<file path="config.mk">
export PLATFORM = sky130hd
export DESIGN_NAME = tape_in_conditioner_flat
export DESIGN_NICKNAME = d
export VERILOG_FILES = /design/src/rtl/tape_pkg.sv /design/src/rtl/tape_in_conditioner_if.sv /design/src/rtl/tape_glitch_filter.sv /design/src/rtl/tape_in_conditioner.sv /design/src/flat_wrapper.sv
export SDC_FILE = /design/constraint.sdc
export NUM_CORES = 1
export LEC_CHECK = 0
export CAP_MARGIN = 15
export CORE_ASPECT_RATIO = 1.75
export CORE_MARGIN = 2
export CORE_UTILIZATION = 55
export DETAILED_ROUTE_END_ITERATION = 10
export PLACE_DENSITY = 0.78
export SYNTH_ARGS = -nofsm -noshare
export SYNTH_HDL_FRONTEND = slang
export SYNTH_SLANG_ARGS = --single-unit
</file>
<file path="constraint.sdc">
create_clock -name clk_sys -period 10.4 [get_ports clk_sys]
set_input_delay 2.08 -clock clk_sys [delete_from_list [all_inputs] [get_ports clk_sys]]
set_output_delay 2.08 -clock clk_sys [all_outputs]
set_load 0.02 [all_outputs]
</file>
<file path="src/rtl/tape_pkg.sv">
// rtl/tape_pkg.sv - shared types, defaults and saturating helpers for the tape-in conditioner
package tape_pkg;

   typedef enum logic [1:0] {
      IDLE   = 2'd0,
      ARMED  = 2'd1,
      ACTIVE = 2'd2
   } tape_state_t;

   localparam int ADC_W_DEF     = 12;
   localparam int AVG_SHIFT_DEF = 6;
   localparam int HYST_DEF      = 64;

   // Threshold math is done in 32 bits and clipped to the caller's range.
   function automatic logic [31:0] sat_add(input logic [31:0] a, input logic [31:0] b,
                                           input logic [31:0] max_v);
      logic [32:0] s;
      s = {1'b0, a} + {1'b0, b};
      return (s > {1'b0, max_v}) ? max_v : s[31:0];
   endfunction

   function automatic logic [31:0] sat_sub(input logic [31:0] a, input logic [31:0] b);
      return (a > b) ? (a - b) : 32'd0;
   endfunction

endpackage

</file>
<file path="src/rtl/tape_in_conditioner_if.sv">
// rtl/tape_in_conditioner_if.sv - sample stream and status bundle for the tape-in conditioner
// TAPE_PULSE_STATS_EN adds the last_period status field.
interface tape_in_conditioner_if #(
   parameter int ADC_W = 12
);
   logic             enable;
   logic             adc_valid;
   logic [ADC_W-1:0] adc_sample;
   logic             tape_bit;
   logic             tape_edge;
   logic             active;
   logic [ADC_W-1:0] mean_level;
`ifdef TAPE_PULSE_STATS_EN
   logic [15:0]      last_period;

   modport master (
      output enable, adc_valid, adc_sample,
      input  tape_bit, tape_edge, active, mean_level, last_period
   );
   modport slave (
      input  enable, adc_valid, adc_sample,
      output tape_bit, tape_edge, active, mean_level, last_period
   );
`else
   modport master (
      output enable, adc_valid, adc_sample,
      input  tape_bit, tape_edge, active, mean_level
   );
   modport slave (
      input  enable, adc_valid, adc_sample,
      output tape_bit, tape_edge, active, mean_level
   );
`endif
endinterface

</file>
<file path="src/rtl/tape_glitch_filter.sv">
// rtl/tape_glitch_filter.sv - debounces the level candidate into tape_bit and tape_edge
module tape_glitch_filter #(
   parameter int MIN_PULSE = 2
) (
   input  logic clk_i,
   input  logic rst_ni,
   input  logic enable_i,
   input  logic valid_i,
   input  logic cand_i,
   output logic tape_bit_o,
   output logic tape_edge_o,
   output logic change_o
);
   localparam int CNT_W = $clog2(MIN_PULSE + 1);

   logic [CNT_W-1:0] cnt_q, cnt_d;
   logic             bit_q, bit_d;
   logic             edge_q, edge_d;

   // Disabling drops the level silently: no edge pulse for a forced 1->0.
   always_comb begin
      cnt_d  = cnt_q;
      bit_d  = bit_q;
      edge_d = 1'b0;
      if (!enable_i) begin
         cnt_d = '0;
         bit_d = 1'b0;
      end else if (valid_i) begin
         if (cand_i != bit_q) begin
            if (cnt_q == CNT_W'(MIN_PULSE - 1)) begin
               bit_d  = cand_i;
               cnt_d  = '0;
               edge_d = 1'b1;
            end else begin
               cnt_d = cnt_q + CNT_W'(1);
            end
         end else begin
            cnt_d = '0;
         end
      end
   end

   always_ff @(posedge clk_i or negedge rst_ni) begin
      if (!rst_ni) begin
         cnt_q  <= '0;
         bit_q  <= 1'b0;
         edge_q <= 1'b0;
      end else begin
         cnt_q  <= cnt_d;
         bit_q  <= bit_d;
         edge_q <= edge_d;
      end
   end

   assign tape_bit_o  = bit_q;
   assign tape_edge_o = edge_q;
   assign change_o    = edge_d;

endmodule

</file>
<file path="src/rtl/tape_in_conditioner.sv">
// rtl/tape_in_conditioner.sv - ADC to tape bit: DC-tracking mean, hysteresis, glitch filter, activity
// TAPE_PULSE_STATS_EN adds a last_period edge-to-edge sample counter.
module tape_in_conditioner
   import tape_pkg::*;
#(
   parameter int ADC_W       = ADC_W_DEF,
   parameter int AVG_SHIFT   = AVG_SHIFT_DEF,
   parameter int HYST        = HYST_DEF,
   parameter int MIN_PULSE   = 2,
   parameter int ACT_EDGES   = 8,
   parameter int ACT_TIMEOUT = 16384
) (
   input logic                  clk_sys,
   input logic                  reset_n,
   tape_in_conditioner_if.slave bus
);
   localparam int ACC_W  = ADC_W + AVG_SHIFT;
   localparam int GAP_W  = $clog2(ACT_TIMEOUT + 1);
   localparam int ECNT_W = $clog2(ACT_EDGES + 1);
   localparam logic [ADC_W-1:0] MID     = {1'b1, {(ADC_W-1){1'b0}}};
   localparam logic [ACC_W-1:0] ACC_RST = {MID, {AVG_SHIFT{1'b0}}};

   logic [ACC_W-1:0]  acc_q, acc_d;
   logic [ADC_W-1:0]  mean, hi, lo;
   logic              cand_q, cand_d;
   logic              change;
   logic              tape_bit, tape_edge;
   logic [GAP_W-1:0]  gap_q, gap_d;
   logic              timeout;
   logic [ECNT_W-1:0] ecnt_q, ecnt_d, ecnt_inc;
   tape_state_t       state_q, state_d;

   assign mean = acc_q[ACC_W-1:AVG_SHIFT];
   assign hi   = ADC_W'(sat_add(32'(mean), 32'(HYST), 32'((1 << ADC_W) - 1)));
   assign lo   = ADC_W'(sat_sub(32'(mean), 32'(HYST)));

   // The mean keeps tracking even while conditioning is disabled.
   always_comb begin
      acc_d = acc_q;
      if (bus.adc_valid) begin
         acc_d = acc_q - {{AVG_SHIFT{1'b0}}, mean} + {{AVG_SHIFT{1'b0}}, bus.adc_sample};
      end
   end

   always_comb begin
      cand_d = cand_q;
      if (!bus.enable) begin
         cand_d = 1'b0;
      end else if (bus.adc_valid) begin
         if (bus.adc_sample > hi) begin
            cand_d = 1'b1;
         end else if (bus.adc_sample < lo) begin
            cand_d = 1'b0;
         end
      end
   end

   tape_glitch_filter #(
      .MIN_PULSE(MIN_PULSE)
   ) u_filter (
      .clk_i      (clk_sys),
      .rst_ni     (reset_n),
      .enable_i   (bus.enable),
      .valid_i    (bus.adc_valid),
      .cand_i     (cand_d),
      .tape_bit_o (tape_bit),
      .tape_edge_o(tape_edge),
      .change_o   (change)
   );

   // An edge in the same sample as the timeout wins because it clears the gap first.
   always_comb begin
      gap_d = gap_q;
      if (!bus.enable) begin
         gap_d = '0;
      end else if (bus.adc_valid) begin
         if (change) begin
            gap_d = '0;
         end else if (gap_q != GAP_W'(ACT_TIMEOUT)) begin
            gap_d = gap_q + GAP_W'(1);
         end
      end
   end

   assign timeout  = bus.adc_valid && (gap_d == GAP_W'(ACT_TIMEOUT));
   assign ecnt_inc = ecnt_q + ECNT_W'(1);

   always_comb begin
      state_d = state_q;
      ecnt_d  = ecnt_q;
      if (!bus.enable) begin
         state_d = IDLE;
         ecnt_d  = '0;
      end else if (bus.adc_valid) begin
         case (state_q)
            IDLE: begin
               if (change) begin
                  ecnt_d  = ECNT_W'(1);
                  state_d = ARMED;
                  if (ACT_EDGES <= 1) begin
                     state_d = ACTIVE;
                  end
               end
            end
            ARMED: begin
               if (change) begin
                  ecnt_d = ecnt_inc;
                  if (ecnt_inc == ECNT_W'(ACT_EDGES)) begin
                     state_d = ACTIVE;
                  end
               end else if (timeout) begin
                  state_d = IDLE;
                  ecnt_d  = '0;
               end
            end
            ACTIVE: begin
               if (timeout) begin
                  state_d = IDLE;
                  ecnt_d  = '0;
               end
            end
            default: begin
               state_d = IDLE;
               ecnt_d  = '0;
            end
         endcase
      end
   end

   always_ff @(posedge clk_sys or negedge reset_n) begin
      if (!reset_n) begin
         acc_q   <= ACC_RST;
         cand_q  <= 1'b0;
         gap_q   <= '0;
         ecnt_q  <= '0;
         state_q <= IDLE;
      end else begin
         acc_q   <= acc_d;
         cand_q  <= cand_d;
         gap_q   <= gap_d;
         ecnt_q  <= ecnt_d;
         state_q <= state_d;
      end
   end

`ifdef TAPE_PULSE_STATS_EN
   logic [15:0] per_cnt_q;
   logic [15:0] last_q;

   always_ff @(posedge clk_sys or negedge reset_n) begin
      if (!reset_n) begin
         per_cnt_q <= '0;
         last_q    <= '0;
      end else if (bus.adc_valid) begin
         if (change) begin
            last_q    <= (per_cnt_q == 16'hFFFF) ? 16'hFFFF : per_cnt_q + 16'd1;
            per_cnt_q <= '0;
         end else if (per_cnt_q != 16'hFFFF) begin
            per_cnt_q <= per_cnt_q + 16'd1;
         end
      end
   end

   assign bus.last_period = last_q;
`endif

   assign bus.tape_bit   = tape_bit;
   assign bus.tape_edge  = tape_edge;
   assign bus.active     = (state_q == ACTIVE);
   assign bus.mean_level = mean;

endmodule
</file>
<file path="src/flat_wrapper.sv">
// flat-port wrapper written by rule: the top's interface ports become plain ports
module tape_in_conditioner_flat import tape_pkg::*;
#(
   parameter int ADC_W       = ADC_W_DEF,
   parameter int AVG_SHIFT   = AVG_SHIFT_DEF,
   parameter int HYST        = HYST_DEF,
   parameter int MIN_PULSE   = 2,
   parameter int ACT_EDGES   = 8,
   parameter int ACT_TIMEOUT = 16384
)
  (clk_sys, reset_n, bus_enable, bus_adc_valid, bus_adc_sample, bus_tape_bit, bus_tape_edge, bus_active, bus_mean_level);
  tape_in_conditioner_if #(.ADC_W(ADC_W)) bus_i ();
  input logic clk_sys;
  input logic reset_n;
  input wire logic [$bits(bus_i.enable)-1:0] bus_enable;
  input wire logic [$bits(bus_i.adc_valid)-1:0] bus_adc_valid;
  input wire logic [$bits(bus_i.adc_sample)-1:0] bus_adc_sample;
  output wire logic [$bits(bus_i.tape_bit)-1:0] bus_tape_bit;
  output wire logic [$bits(bus_i.tape_edge)-1:0] bus_tape_edge;
  output wire logic [$bits(bus_i.active)-1:0] bus_active;
  output wire logic [$bits(bus_i.mean_level)-1:0] bus_mean_level;
  assign bus_i.enable = bus_enable;
  assign bus_i.adc_valid = bus_adc_valid;
  assign bus_i.adc_sample = bus_adc_sample;
  assign bus_tape_bit = bus_i.tape_bit;
  assign bus_tape_edge = bus_i.tape_edge;
  assign bus_active = bus_i.active;
  assign bus_mean_level = bus_i.mean_level;
  tape_in_conditioner #(.ADC_W(ADC_W), .AVG_SHIFT(AVG_SHIFT), .HYST(HYST), .MIN_PULSE(MIN_PULSE), .ACT_EDGES(ACT_EDGES), .ACT_TIMEOUT(ACT_TIMEOUT)) u_core (.clk_sys(clk_sys), .reset_n(reset_n), .bus(bus_i));
endmodule
</file>
# Yosys cells after proc, flatten, opt, wreduce, memory -nomap -nowiden
# Index checks and enable logic that the tools add are counted.
word_totals:
  regBits: 44
  in_bits: 16
  output_inout_bits: 15
  word_cells: 71
op_classes:
  add_sub_neg: 7
  magnitude_cmp: 4
  eq_ne: 12
  n_mux: 35
  reduce_logical: 5
ops:
  columns: ["op", "count"]
  rows:
  - ["2-to-1 mux 15 bit", 4]
  - ["2-to-1 mux 12 bit", 2]
  - ["2-to-1 mux 2 bit", 10]
  - ["2-to-1 mux 4 bit", 5]
  - ["adder 18 x 12 -> 18 bit", 1]
  - ["subtractor 18 x 12 -> 18 bit", 1]
  - ["adder 15 x 1 -> 15 bit (second input constant)", 1]
  - ["== test 15 bit (second input constant)", 1]
  - ["!= test 15 bit (second input constant)", 1]
  - ["adder 12 x 7 -> 13 bit (second input constant)", 1]
  - ["> comparator 13 x 12 -> 1 bit (second input constant)", 1]
  - ["> comparator 12 bit", 1]
  - ["> comparator 12 x 7 -> 1 bit (second input constant)", 1]
  - ["< comparator 12 bit", 1]
  - ["2-to-1 mux 1 bit", 12]
  - ["one-hot mux 4 bit (3 select lines)", 1]
  - ["subtractor 12 x 7 -> 12 bit (second input constant)", 1]
  - ["!= test 2 x 1 -> 1 bit (second input constant)", 3]
  - ["one-hot mux 2 bit (3 select lines)", 1]
  - ["AND reduction 3 bit", 2]
  - ["adder 4 x 1 -> 4 bit (second input constant)", 1]
  - ["== test 2 x 1 -> 1 bit (second input constant)", 2]
  - ["== test 4 bit (second input constant)", 1]
  - ["!= test 4 x 3 -> 1 bit (second input constant)", 1]
  - ["other kinds (7)", 7]

# Logic depth before layout (Yosys ltp)
logic_depth:
  depth_word: 21
  depth_mapped: 18
  mapped_depth_nobuf: 17

# Modules after synthesis
# Synthesis repeated with hierarchy kept, for this count alone.
unflattened:
  cells_unflattened: 535
  hier_area_um2: 4465.5
by_module_without_submodules:
  columns: ["module", "instances", "cells_each", "area_per_inst_um2"]
  rows:
  - ["tape_in_conditioner", 1, 519, 4282.9]
  - ["tape_glitch_filter", 1, 16, 182.7]

# Worst setup path after synthesis
# No wires, ideal clock.
synth_timing:
  kind: "input -> register"
  start: "input port bus_adc_sample[1]"
  end: "register u_core.acc_q[13]"
  setup_time_ps: 135
  arrival_ps: 4735
  required_ps: 10265
  setup_slack_ps: 5530
  path_stages: 13
  path_cell_list: "inv_1 -> fa_1 -> inv_1 -> ha_1 -> a21o_1 -> a21o_1 -> a2111oi_0 -> o311ai_1 -> o21ai_0 -> o21bai_1 -> a21oi_1 -> xnor2_1 -> a21oi_1"
synth_via:
  elab_chain_cells: 1
synth_lines:
  columns: ["item", "line", "source"]
  rows:
  - ["start, declared", "flat_wrapper.sv:17", "input wire logic [$bits(bus_i.adc_sample)-1:0] bus_adc_sample;"]
  - ["adder 18 x 12 -> 18 bit", "tape_in_conditioner.sv:41", "acc_d = acc_q - {{AVG_SHIFT{1'b0}}, mean} + {{AVG_SHIFT{1'b0}}, bus.adc_sample};"]
  - ["end signal, assigned", "tape_in_conditioner.sv:132", "acc_q <= ACC_RST;"]
  - ["end signal, assigned", "tape_in_conditioner.sv:138", "acc_q <= acc_d;"]
  - ["end, declared", "tape_in_conditioner.sv:23", "logic [ACC_W-1:0] acc_q, acc_d;"]
# No other way between the ends.
# A chain may end at the register's enable or synchronous reset.

# Worst setup path after layout
layout_timing:
  start: "input port bus_adc_sample[1]"
  end: "register u_core.acc_q[17]"
# Same word-level chain as after synthesis.

==> impl_metrics.json <==
{
  "finalInstanceArea_um2": 4980,
  "worstSkewPairLatency_ns": 0.29,
  "synth-edff-count": 0,
  "die_area_um2": 9030,
  "drt-initial-drc-count": 162,
  "synth_top_flop_cell": "dfrtp_1",
  "place_inst": 638,
  "end_kind": "register",
  "drive_above_1_share": 0.0485,
  "synthesis.nets": 629,
  "whs_ns": 0.504,
  "initial_utilization": 0.570,
  "die_y_um": 124,
  "ys_seq_elements": 44,
  "antennaDiodeCount": 0,
  "cap_viol_max_count": 0,
  "criticalPathCategory": "input pin to register",
  "grt_overflow": 0,
  "grt_max_degree": 48,
  "slew_violations": 0,
  "hp-class": "register to register",
  "path_cells": "clkdlybuf4s50_1 > inv_1 > fa_1 > inv_1 > ha_1 > a21o_1 > a21o_1 > a2111oi_0 > o311ai_1 > o2111ai_1 > nand4_1 > a31oi_1 > xnor2_1 > a21oi_1",
  "drc_errors": 0,
  "synthCells": 545,
  "cts_tree": "done",
  "final.min_clock_period_ns": 5.66,
  "min_period_over_period": 0.545,
  "dp_hpwl_mm": 8.24,
  "ir_drop_uv": 240,
  "post-cts-setup-buffers": 0,
  "rr_worst_depth": 16,
  "tns_ns": 0,
  "critPathMaxStageDelay_ns": 0.71,
  "cts_buffers": 5,
  "clk_pin_slew_worst_paths_ns": 0.07,
  "fmax_mhz": 177,
  "cts_max_level": 2,
  "cp.arrival_ns": 5.87,
  "cts_hold_buf": 0,
  "ios": 31,
  "p_per_area_nw_per_um2": 342,
  "wl_per_cell_um": 16.7,
  "critPathSlowestCell": "a2111oi_0",
  "maxSlewHeadroom": 0.281,
  "finClkSkew_ns": 0.00415,
  "p_leak_nw": 2.34,
  "synth.area.top_cells": "dfrtp_1, ha_1, xnor2_1, inv_1, fa_1",
  "coreArea_um2": 7960,
  "cp.required_ns": 10.61,
  "synth_top_area_share": 0.237,
  "finalNonFillerCells": 647,
  "via_count": 3935,
  "ctsResizeCount": 0,
  "tightest_slew_ns": 1.07,
  "viasPerCell": 6.08,
  "totalWireLength_mm": 10.8,
  "clock_sinks": 44,
  "postSynth.asyncResetShare": 1.00,
  "ys_seq_area_frac": 0.243,
  "status": "finished, final reports clean",
  "grt_usage": 0.258,
  "clockBufferDepth": 2,
  "path_max_fanout": 3,
  "setup_violations": 0,
  "antenna_left": 0,
  "antenna_found_initial": 0,
  "grt_pass1_vias": 4026,
  "dr.pass1.iters": 4,
  "rsz0062_at_grt": "false",
  "synth_cell_type_count": 67,
  "root_buffer": "clkbuf_16",
  "place.gp.congestion": 0.890,
  "avgSynthCellArea_um2": 8.33,
  "grt_pass1_wl_mm": 18.5,
  "die_w_um": 72.7,
  "final_nets": 640,
  "min_delay_path_depth": 1,
  "portBuffers": 30,
  "yosysWarnings": 0,
  "yosysTopAreaCell": "dfrtp_1",
  "finalHoldViolCount": 0,
  "syn_to_final_growth_pct": 9.75,
  "syn_area_um2": 4540,
  "start_kind": "input pin",
  "dpl_cell_area_um2": 4790,
  "fp-row-count": 43
}
[registers in the layout (all words and copies together), names as in the netlist]
register / flops
u_core.u_filter.tape_bit_o: 1
u_core.gap_q: 15
u_core.ecnt_q: 4
u_core.cand_q: 1
u_core.acc_q: 18
u_core.state_q: 2
u_core.u_filter.cnt_q: 2
u_core.u_filter.tape_edge_o: 1
[power by group]
group	internal (W)	total (W)	switching (W)	leakage (nW)
Clock	0.000120	0.000193	0.0000729	0.0871
Combinational	0.000547	0.00121	0.000667	1.68
Sequential	0.000219	0.000297	0.0000776	0.571
[logic make-up after synthesis]
family                   synth area share
AND/OR/NAND/NOR                     0.192
buffers and inverters              0.0961
multiplexers                      0.00661
adder cells (fa/ha/maj)             0.207
XOR/XNOR                           0.0733
flip-flops                          0.243
AO/OA/AOI/OAI                       0.182
[layout make-up]
cell class | count | area, µm²
Clock buffer | 6 | 139
Clock inverter | 2 | 38.8
Fill cell | 714 | 2980
Inverter | 71 | 267
Multi-Input combinational cell | 402 | 3000
Sequential cell | 44 | 1100
Tap cell | 90 | 113
Timing Repair Buffer | 32 | 323
[stage by stage]
stage / setup WS (ns) / power [W] / utilization
after global routing: 4.51 / 0.00189 / 0.626
final: 4.74 / 0.00171 / 0.626
after global placement: 4.52 / 0.00145 / 0.601
after detailed placement: 4.50 / 0.00150 / 0.601
after floorplan: 5.53 / 0.00125 / -
after CTS: 4.80 / 0.00170 / 0.624
[worst max-delay path, delay by kind of cell]
family	cells	cell delay [ns]
compound gates	7	2.02
xor+xnor	1	0.14
fa+ha+maj	2	0.83
buf+inv	3	0.65
simple gates	1	0.13
[metal layers]
metal  wire, µm  vias up  part of all wire  GRT usage
li1           -     1908                 -          -
met1       3960     1893              0.37      0.270
met2       6030      100              0.56      0.474
met3        341       34             0.031     0.0276
met4        498        0             0.046      0.146
met5          0        -                 0          0
[final timing paths]
kind / to / startpoint / slack [ns]
max in group asynchronous: u_core.acc_q[17] / reset_n / 8.12
min reg2reg: u_core.ecnt_q[3] / u_core.ecnt_q[3] / 0.50
max: u_core.acc_q[17] / bus_adc_sample[1] / 4.74
max reg2reg: u_core.ecnt_q[3] / u_core.acc_q[12] / 5.35
min: u_core.ecnt_q[3] / u_core.ecnt_q[3] / 0.50
min in group asynchronous: u_core.acc_q[0] / reset_n / 1.71
[cells in the mapped netlist (all sizes together) (10+ instances only)]
library cell and number:
a21oi 25, a31oi 10, and3 14, buf 19, dfrtp 43, fa 12, ha 56, inv 69
nand2 42, nand3 15, nor2 45, nor3 11, o21ai 31, xnor2 31
[placed cells by master, fill, tap and decap left out, drive strengths merged, types with 9 or more instances in the layout]
| master | instances |
|---|---|
| fa | 12 |
| nor3 | 11 |
| a31oi | 10 |
| o21ai | 31 |
| a21o | 9 |
| and3 | 14 |
| clkdlybuf4s50 | 29 |
| nand3 | 15 |
| inv | 69 |
| nand2 | 42 |
| dfrtp | 43 |
| a21oi | 25 |
| nor2 | 45 |
| ha | 56 |
| xnor2 | 31 |
Power figures use the tool's default switching activity.
